$ cat src/rtl/calc_pkg.sv
// Shared definitions for the keypad-driven signed BCD calculator front-end:
// key codes, entry-state encoding and key classification.
package calc_pkg;

    localparam logic [3:0] KEY_PLUS  = 4'hA;
    localparam logic [3:0] KEY_MINUS = 4'hB;
    localparam logic [3:0] KEY_EQ    = 4'hC;
    localparam logic [3:0] KEY_CLR   = 4'hD;

    localparam logic [2:0] IDLE    = 3'd0;
    localparam logic [2:0] A_DONE  = 3'd1;
    localparam logic [2:0] B_ENTRY = 3'd2;
    localparam logic [2:0] B_DONE  = 3'd3;
    localparam logic [2:0] PRESENT = 3'd4;

    function automatic logic is_digit(input logic [3:0] code);
        return code <= 4'd9;
    endfunction

endpackage

$ cat src/rtl/present_timer.sv
// Counts cycles spent presenting an operand set; expired flags the last
// allowed cycle. A TIMEOUT of zero means the timer never expires.
module present_timer #(
    parameter int unsigned TIMEOUT = 0,
    parameter int unsigned TMR_W   = 16
) (
    input  logic clk,
    input  logic rst_n,
    input  logic clr,
    input  logic en,
    output logic expired
);

    localparam logic [TMR_W-1:0] LAST_CNT = TMR_W'(TIMEOUT - 1);

    logic [TMR_W-1:0] cnt_q;

    always_ff @(posedge clk or negedge rst_n) begin
        if (!rst_n) begin
            cnt_q <= '0;
        end else if (clr) begin
            cnt_q <= '0;
        end else if (en) begin
            cnt_q <= cnt_q + 1'b1;
        end
    end

    assign expired = (TIMEOUT != 0) && en && (cnt_q == LAST_CNT);

endmodule

$ cat src/rtl/operand_entry.sv
// Keypad front-end: assembles sign/digit for A, an operator and sign/digit
// for B, then offers the pair downstream with the operator folded into B's sign.
module operand_entry
    import calc_pkg::*;
#(
    parameter int unsigned TIMEOUT = 0,
    parameter int unsigned TMR_W   = 16
) (
    input  logic       clk,
    input  logic       rst_n,
    input  logic       key_valid,
    input  logic [3:0] key_code,
    output logic       a_sign,
    output logic [3:0] a_digit,
    output logic       b_sign,
    output logic [3:0] b_digit,
    output logic       operands_valid,
    input  logic       operands_ack,
    output logic       err
);

    logic [2:0] state_q, state_d;
    logic       a_sign_q, a_sign_d;
    logic [3:0] a_digit_q, a_digit_d;
    logic       b_neg_q, b_neg_d;
    logic [3:0] b_digit_q, b_digit_d;
    logic       op_sub_q, op_sub_d;
    logic       err_q, err_d;
    logic       valid_q;
    logic       b_sign_q;
    logic       tmr_expired;
    logic       flush;

    logic key_dig, key_plus, key_minus, key_eq, key_clr;

    assign key_dig   = key_valid && is_digit(key_code);
    assign key_plus  = key_valid && (key_code == KEY_PLUS);
    assign key_minus = key_valid && (key_code == KEY_MINUS);
    assign key_eq    = key_valid && (key_code == KEY_EQ);
    assign key_clr   = key_valid && (key_code == KEY_CLR);

    present_timer #(
        .TIMEOUT(TIMEOUT),
        .TMR_W  (TMR_W)
    ) u_timer (
        .clk    (clk),
        .rst_n  (rst_n),
        .clr    (state_q != PRESENT),
        .en     (state_q == PRESENT),
        .expired(tmr_expired)
    );

    // Leaving PRESENT (ack or timeout) and clear both wipe the operand set.
    assign flush = key_clr || ((state_q == PRESENT) && (operands_ack || tmr_expired));

    always_comb begin
        state_d   = state_q;
        a_sign_d  = a_sign_q;
        a_digit_d = a_digit_q;
        b_neg_d   = b_neg_q;
        b_digit_d = b_digit_q;
        op_sub_d  = op_sub_q;
        err_d     = err_q;
        case (state_q)
            IDLE: begin
                if (key_minus) a_sign_d = ~a_sign_q;
                if (key_dig) begin
                    a_digit_d = key_code;
                    state_d   = A_DONE;
                end
            end
            A_DONE: begin
                if (key_dig) a_digit_d = key_code;
                if (key_plus || key_minus) begin
                    op_sub_d = key_minus;
                    state_d  = B_ENTRY;
                end
                if (key_eq) err_d = 1'b1;
            end
            B_ENTRY: begin
                if (key_minus) b_neg_d = ~b_neg_q;
                if (key_dig) begin
                    b_digit_d = key_code;
                    state_d   = B_DONE;
                end
                if (key_plus || key_eq) err_d = 1'b1;
            end
            B_DONE: begin
                if (key_dig) b_digit_d = key_code;
                if (key_eq) state_d = PRESENT;
                if (key_plus || key_minus) err_d = 1'b1;
            end
            PRESENT: begin
                if (!operands_ack && tmr_expired) err_d = 1'b1;
            end
            default: state_d = IDLE;
        endcase
        if (flush) begin
            state_d   = IDLE;
            a_sign_d  = 1'b0;
            a_digit_d = 4'd0;
            b_neg_d   = 1'b0;
            b_digit_d = 4'd0;
            op_sub_d  = 1'b0;
        end
        if (key_clr) err_d = 1'b0;
    end

    always_ff @(posedge clk or negedge rst_n) begin
        if (!rst_n) begin
            state_q   <= IDLE;
            a_sign_q  <= 1'b0;
            a_digit_q <= 4'd0;
            b_neg_q   <= 1'b0;
            b_digit_q <= 4'd0;
            op_sub_q  <= 1'b0;
            err_q     <= 1'b0;
            valid_q   <= 1'b0;
            b_sign_q  <= 1'b0;
        end else begin
            state_q   <= state_d;
            a_sign_q  <= a_sign_d;
            a_digit_q <= a_digit_d;
            b_neg_q   <= b_neg_d;
            b_digit_q <= b_digit_d;
            op_sub_q  <= op_sub_d;
            err_q     <= err_d;
            valid_q   <= (state_d == PRESENT);
            b_sign_q  <= b_neg_d ^ op_sub_d;
        end
    end

    assign a_sign         = a_sign_q;
    assign a_digit        = a_digit_q;
    assign b_sign         = b_sign_q;
    assign b_digit        = b_digit_q;
    assign operands_valid = valid_q;
    assign err            = err_q;

endmodule

$ cat config.mk
export PLATFORM = sky130hd
export DESIGN_NAME = operand_entry
export DESIGN_NICKNAME = d
export VERILOG_FILES = /design/src/rtl/calc_pkg.sv /design/src/rtl/present_timer.sv /design/src/rtl/operand_entry.sv
export SDC_FILE = /design/constraint.sdc
export NUM_CORES = 1
export LEC_CHECK = 0
export ABC_AREA = 1
export BUFFER_PORTS_ARGS = -buffer_cell sky130_fd_sc_hd__buf_2
export CAP_MARGIN = 10
export CORE_MARGIN = 10
export CORE_UTILIZATION = 57
export DETAILED_ROUTE_END_ITERATION = 8
export PLACE_DENSITY = 0.82
export SLEW_MARGIN = 5
export SYNTH_ARGS = -nofsm -noshare
export SYNTH_HDL_FRONTEND = slang
export SYNTH_HIERARCHICAL = 1
export SYNTH_SLANG_ARGS = --single-unit
$ cat constraint.sdc
create_clock -name clk -period 2.6 [get_ports clk]
set_clock_uncertainty 0.05 [all_clocks]
set_input_delay 0.26 -clock clk [delete_from_list [all_inputs] [get_ports clk]]
set_output_delay 0.26 -clock clk [all_outputs]
set_load 0.01 [all_outputs]
# [Yosys cells after proc, flatten, opt, wreduce, memory -nomap -nowiden]
# Index checks and enable logic that the tools add are counted.
[totals] inputBits=8 ff_bits=17 out_inout_bits=12 elab_cells=72
[op_classes] bitwise=3 mux=25 n_lt_le_gt_ge=1 n_eq_ne=12 n_reduce_logical=22
[ops] operator="$mux W4" count=5
[ops] operator="$eq A4 B4 Y1 const B" count=4
[ops] operator="$mux W3" count=5
[ops] operator="$pmux W3 S5" count=1
[ops] operator="$mux W1" count=13
[ops] operator="$reduce_bool A2 Y1" count=5
[ops] operator="$ne A3 B3 Y1 const B" count=3
[ops] operator="$eq A3 B2 Y1 const B" count=2
[ops] operator="$eq A3 B3 Y1 const B" count=2
[ops] operator="$logic_and A1 B1 Y1" count=6
[ops] operator="$reduce_and A2 Y1" count=3
[ops] operator="$le A4 B4 Y1 const B" count=1
[ops] operator="$reduce_and A4 Y1" count=1
[ops] operator="$reduce_bool A4 Y1" count=1
[ops] operator="$reduce_or A2 Y1" count=2
[ops] operator="$eq A3 B1 Y1 const B" count=1
[ops] operator="$logic_not A3 Y1" count=1
[ops] operator="$logic_or A1 B1 Y1" count=3
[ops] operator="$pmux W1 S3" count=1
[ops] operator="$not A1 Y1" count=2
[ops] operator="$xor A1 B1 Y1" count=1

# [Logic depth before layout (Yosys ltp)]
[logic_depth] ltp_word=7 ltp_mapped=9 mapped_depth_nobuf=8

# [Modules after synthesis]
# Netlist, hierarchy kept.
[by_module_without_submodules] module="operand_entry" area_each_um2=1006.0 seq_area_each_um2=425.4 cells_per_inst=128 n_inst=1
[by_module_without_submodules] module="present_timer" area_each_um2=11.3 seq_area_each_um2=0.0 cells_per_inst=2 n_inst=1

# [Worst setup path after synthesis]
# No wires, ideal clock.
[synth_timing] path_type="register -> register" startpoint="reg state_q[2]" endpoint="reg b_sign_q, in the netlist b_sign" path_stages_with_launch=10 t_arrival_ps=1060 required_time_ps=2433 n_path_buf=1 setup_time_ps=117 synth_period_minus_slack_ps=1226 slack_ps=1374 cell_sequence="dfrtp_1 buf_6 inv_2 nand2_1 nor2_2 nand2_1 nand2_1 nand2_1 nand3_1 nand2_1"
[synth_between] elab_chain_len=5 word_cells_on_any_way=10 cone_classes="3 x eq/ne; 4 x mux; 1 x bitwise; 2 x reduce/logical"
[synth_lines] element="from (decl)" line="operand_entry.sv:22" source="logic [2:0] state_q, state_d;"
[synth_lines] element="from (signal assigned)" line="operand_entry.sv:121" source="state_q <= state_d;"
[synth_lines] element="$eq A3 B3 Y1" line="operand_entry.sv:54" source="assign flush = key_clr || ((state_q == PRESENT) && (operands_ack || tmr_expired));"
[synth_lines] element="$logic_and A1 B1 Y1" line="operand_entry.sv:54"
[synth_lines] element="$logic_or A1 B1 Y1" line="operand_entry.sv:54"
[synth_lines] element="$mux W1" line="operand_entry.sv:98" source="if (flush) begin"
[synth_lines] element="$xor A1 B1 Y1 *" line="operand_entry.sv:129" source="b_sign_q <= b_neg_d ^ op_sub_d;"
[synth_lines] element="to (signal assigned)" line="operand_entry.sv:129"
[synth_lines] element="to (decl)" line="operand_entry.sv:30" source="logic b_sign_q;"
# Mark *: on every way between the ends. The rest lies on a longest branch, timed or not.
# A chain may end at the register's enable or synchronous reset.

# [Worst setup path in the final report]
# Same ends and word-level chain as after synthesis.

==> key figures <==
Timing
  – RSZ-0062 raised after global routing: false
  – Final setup TNS: 0 ns
  – Final Hold Fails: 0
  – FMAX: 725 MHz
  – Period utilization: 53.1%
  – Final Slew Violations: 0
  – Final setup vio count: 0
  – Final min period: 1.38 ns

Setup path
  – CP endpoint kind: flip-flop
  – Reg-to-reg slack, setup: 1.22 ns
  – Critical-path cell list: inv_2, nand2_1, nor2_2, nand2_1, nand2_1, nand2_1, nand3_1, nand2_1
  – CP max stage cell: dfrtp_1
  – Worst path required time: 2.74 ns
  – Kind of critical path: reg2reg
  – CP most frequent cell: nand2_1
  – Arr. time, crit path: 1.52 ns
  – Critical R2R Capture: b_sign
  – Crit path max fanout: 8
  – FF-to-FF path depth: 8
  – Max incr delay on CP: 0.50 ns
  – Critical Path Start Type: flip-flop
  – Reg-to-reg startpoint: state_q[2]

Global route
  – Initial antenna violation count: 0
  – Via count of the first global-routing pass: 843
  – GRT Total Usage: 11.2%
  – Total gr overflow: 0
  – Largest net degree at the start of global routing: 18
  – First-pass GRT wire length: 3.68 mm

Final layout
  – # fillers: 171
  – Commonest non-fill, non-tap cell in the layout: nand2_1
  – Share of layout cells above drive strength 1: 29.8%
  – Fin cells: 176
  – Nets@finish: 160
  – Antenna Cells: 0
  – Most frequent cells in the layout: 30 x nand2_1, 19 x buf_2, 17 x dfrtp_1
  – Layout area overhead: 14.2%

Worst hold path
  – Hold Path Sink: a_digit[0]
  – Cell count of the worst hold path: 3
  – Hold Crit Class: in2reg
  – Min-delay src: key_code[0]

Route
  – Via count: 872
  – Routed Antenna Nets: 0
  – Drt total wl: 2.14 mm
  – Pre-antenna DRT Iters: 4
  – Drc violations: 0
  – Drt first-iter violations: 16
  – WL/cell: 12.2 um
  – Vias/cell: 4.95

CTS
  – Sink Count: 17
  – CTS tree: yes
  – Cts bufs inserted: 3
  – Hold buffer count at CTS: 1
  – Clock transition at the registers of the reported paths: 0.10 ns
  – Clock root cell: clkbuf_4
  – Post-CTS sizing: 0
  – Post-CTS Setup Bufs: 0
  – H-tree depth: 1
  – Clock Tree Buf Depth: 2
  – Clk_lat worst skew: 0.28 ns

Pwr
  – Clk pwr share: 14.0%
  – Switching part of the total: 40.8%
  – P_leak: 0.000626 uW
  – Peak supply drop: 0.000569 V
  – Switching pwr: 405 uW
  – Pwr Density: 858 nW/um2
  – Gate power share: 42.4%
  – Sequential share of power: 43.7%
  – Pint: 588 uW

Floorplan
  – Initial Utilization: 59.3%
  – Die footprint: 3860 um2
  – Placeable core area: 1710 um2
  – Ports: 20
  – Row count: 15
  – Die Wd: 62.2 um
  – Die height: 62.2 um

Logic synthesis
  – Syn Nets: 137
  – Netlist Area Pre-Place: 1010 um2
  – Cells after synthesis: 129
  – Yosys warns: 6
  – Average cell area after synthesis: 7.86 um2

Placement
  – GP Congestion: 0.913
  – Port bufs: 19
  – Post-DP HPWL: 1.73 mm
  – Placed Cells incl. Taps: 171

Status
  – Outcome: complete, no violations

Flow run
  – Max-cap viol count: 0
==> worst max path at each step <==
stage          cells past startpoint         end  slack (ns)       start
2_1_floorplan                      9      b_sign        1.37  state_q[2]
3_3_place_gp                       8      b_sign        1.28  state_q[2]
3_5_place_dp                       7  a_digit[3]        1.23   key_valid
4_1_cts                            6  b_digit[3]        1.23  state_q[2]
5_1_grt                            8      b_sign         1.0  state_q[2]
6_report                           8      b_sign        1.22  state_q[2]
==> power by group through the flow <==
stage	Combinational, uW	Sequential (uW)	Clock (uW)
floorplan	248	467	0
global placement	414	429	0
detailed placement	423	440	0
CTS	427	434	146
global route	482	450	157
finish	421	434	139
==> registers in the layout (all words and copies together), names as in the netlist <==
signal / cells
b_neg_q: 1
b_sign: 1
op_sub_q: 1
state_q: 3
a_sign: 1
err: 1
operands_valid: 1
a_digit: 4
b_digit: 4
==> layout make-up <==
class	count	area [um2]	share of cell area [%]
multi-input cells	93	505	43.7
well taps	25	31.3	2.70
clock buffers	4	26.3	2.27
flip-flops and latches	17	425	36.8
inverters	17	63.8	5.51
repair buffers	20	105	9.08
==> layer usage <==
| layer | global-route usage, % | share of wire [%] |
|---|---|---|
| met3 | 3.23 | 5.3 |
| met1 | 12.0 | 42 |
| met5 | 0 | 0 |
| met2 | 21.0 | 52 |
| met4 | 2.29 | 0.28 |
==> stage by stage <==
stage                     cell area, um2  utilization [%]  setup slack, ns  hold WS [ns]  power [uW]
after floorplan                     1010                -             1.37       -0.0856         714
after global placement              1120             65.6             1.28         0.146         843
after detailed placement            1120             65.6             1.23         0.149         863
after CTS                           1160             67.8             1.23         0.210        1010
after global routing                1160             67.8            0.996         0.222        1090
final                               1160             67.8             1.22         0.217         993
==> worst max-delay path: cells and delay by family, from the launching register on <==
family	cells	cell delay (ns)
and+or+nand+nor	7	0.63
DFF	1	0.50
buffers and inverters	1	0.11
Power figures use the tool's default switching activity.
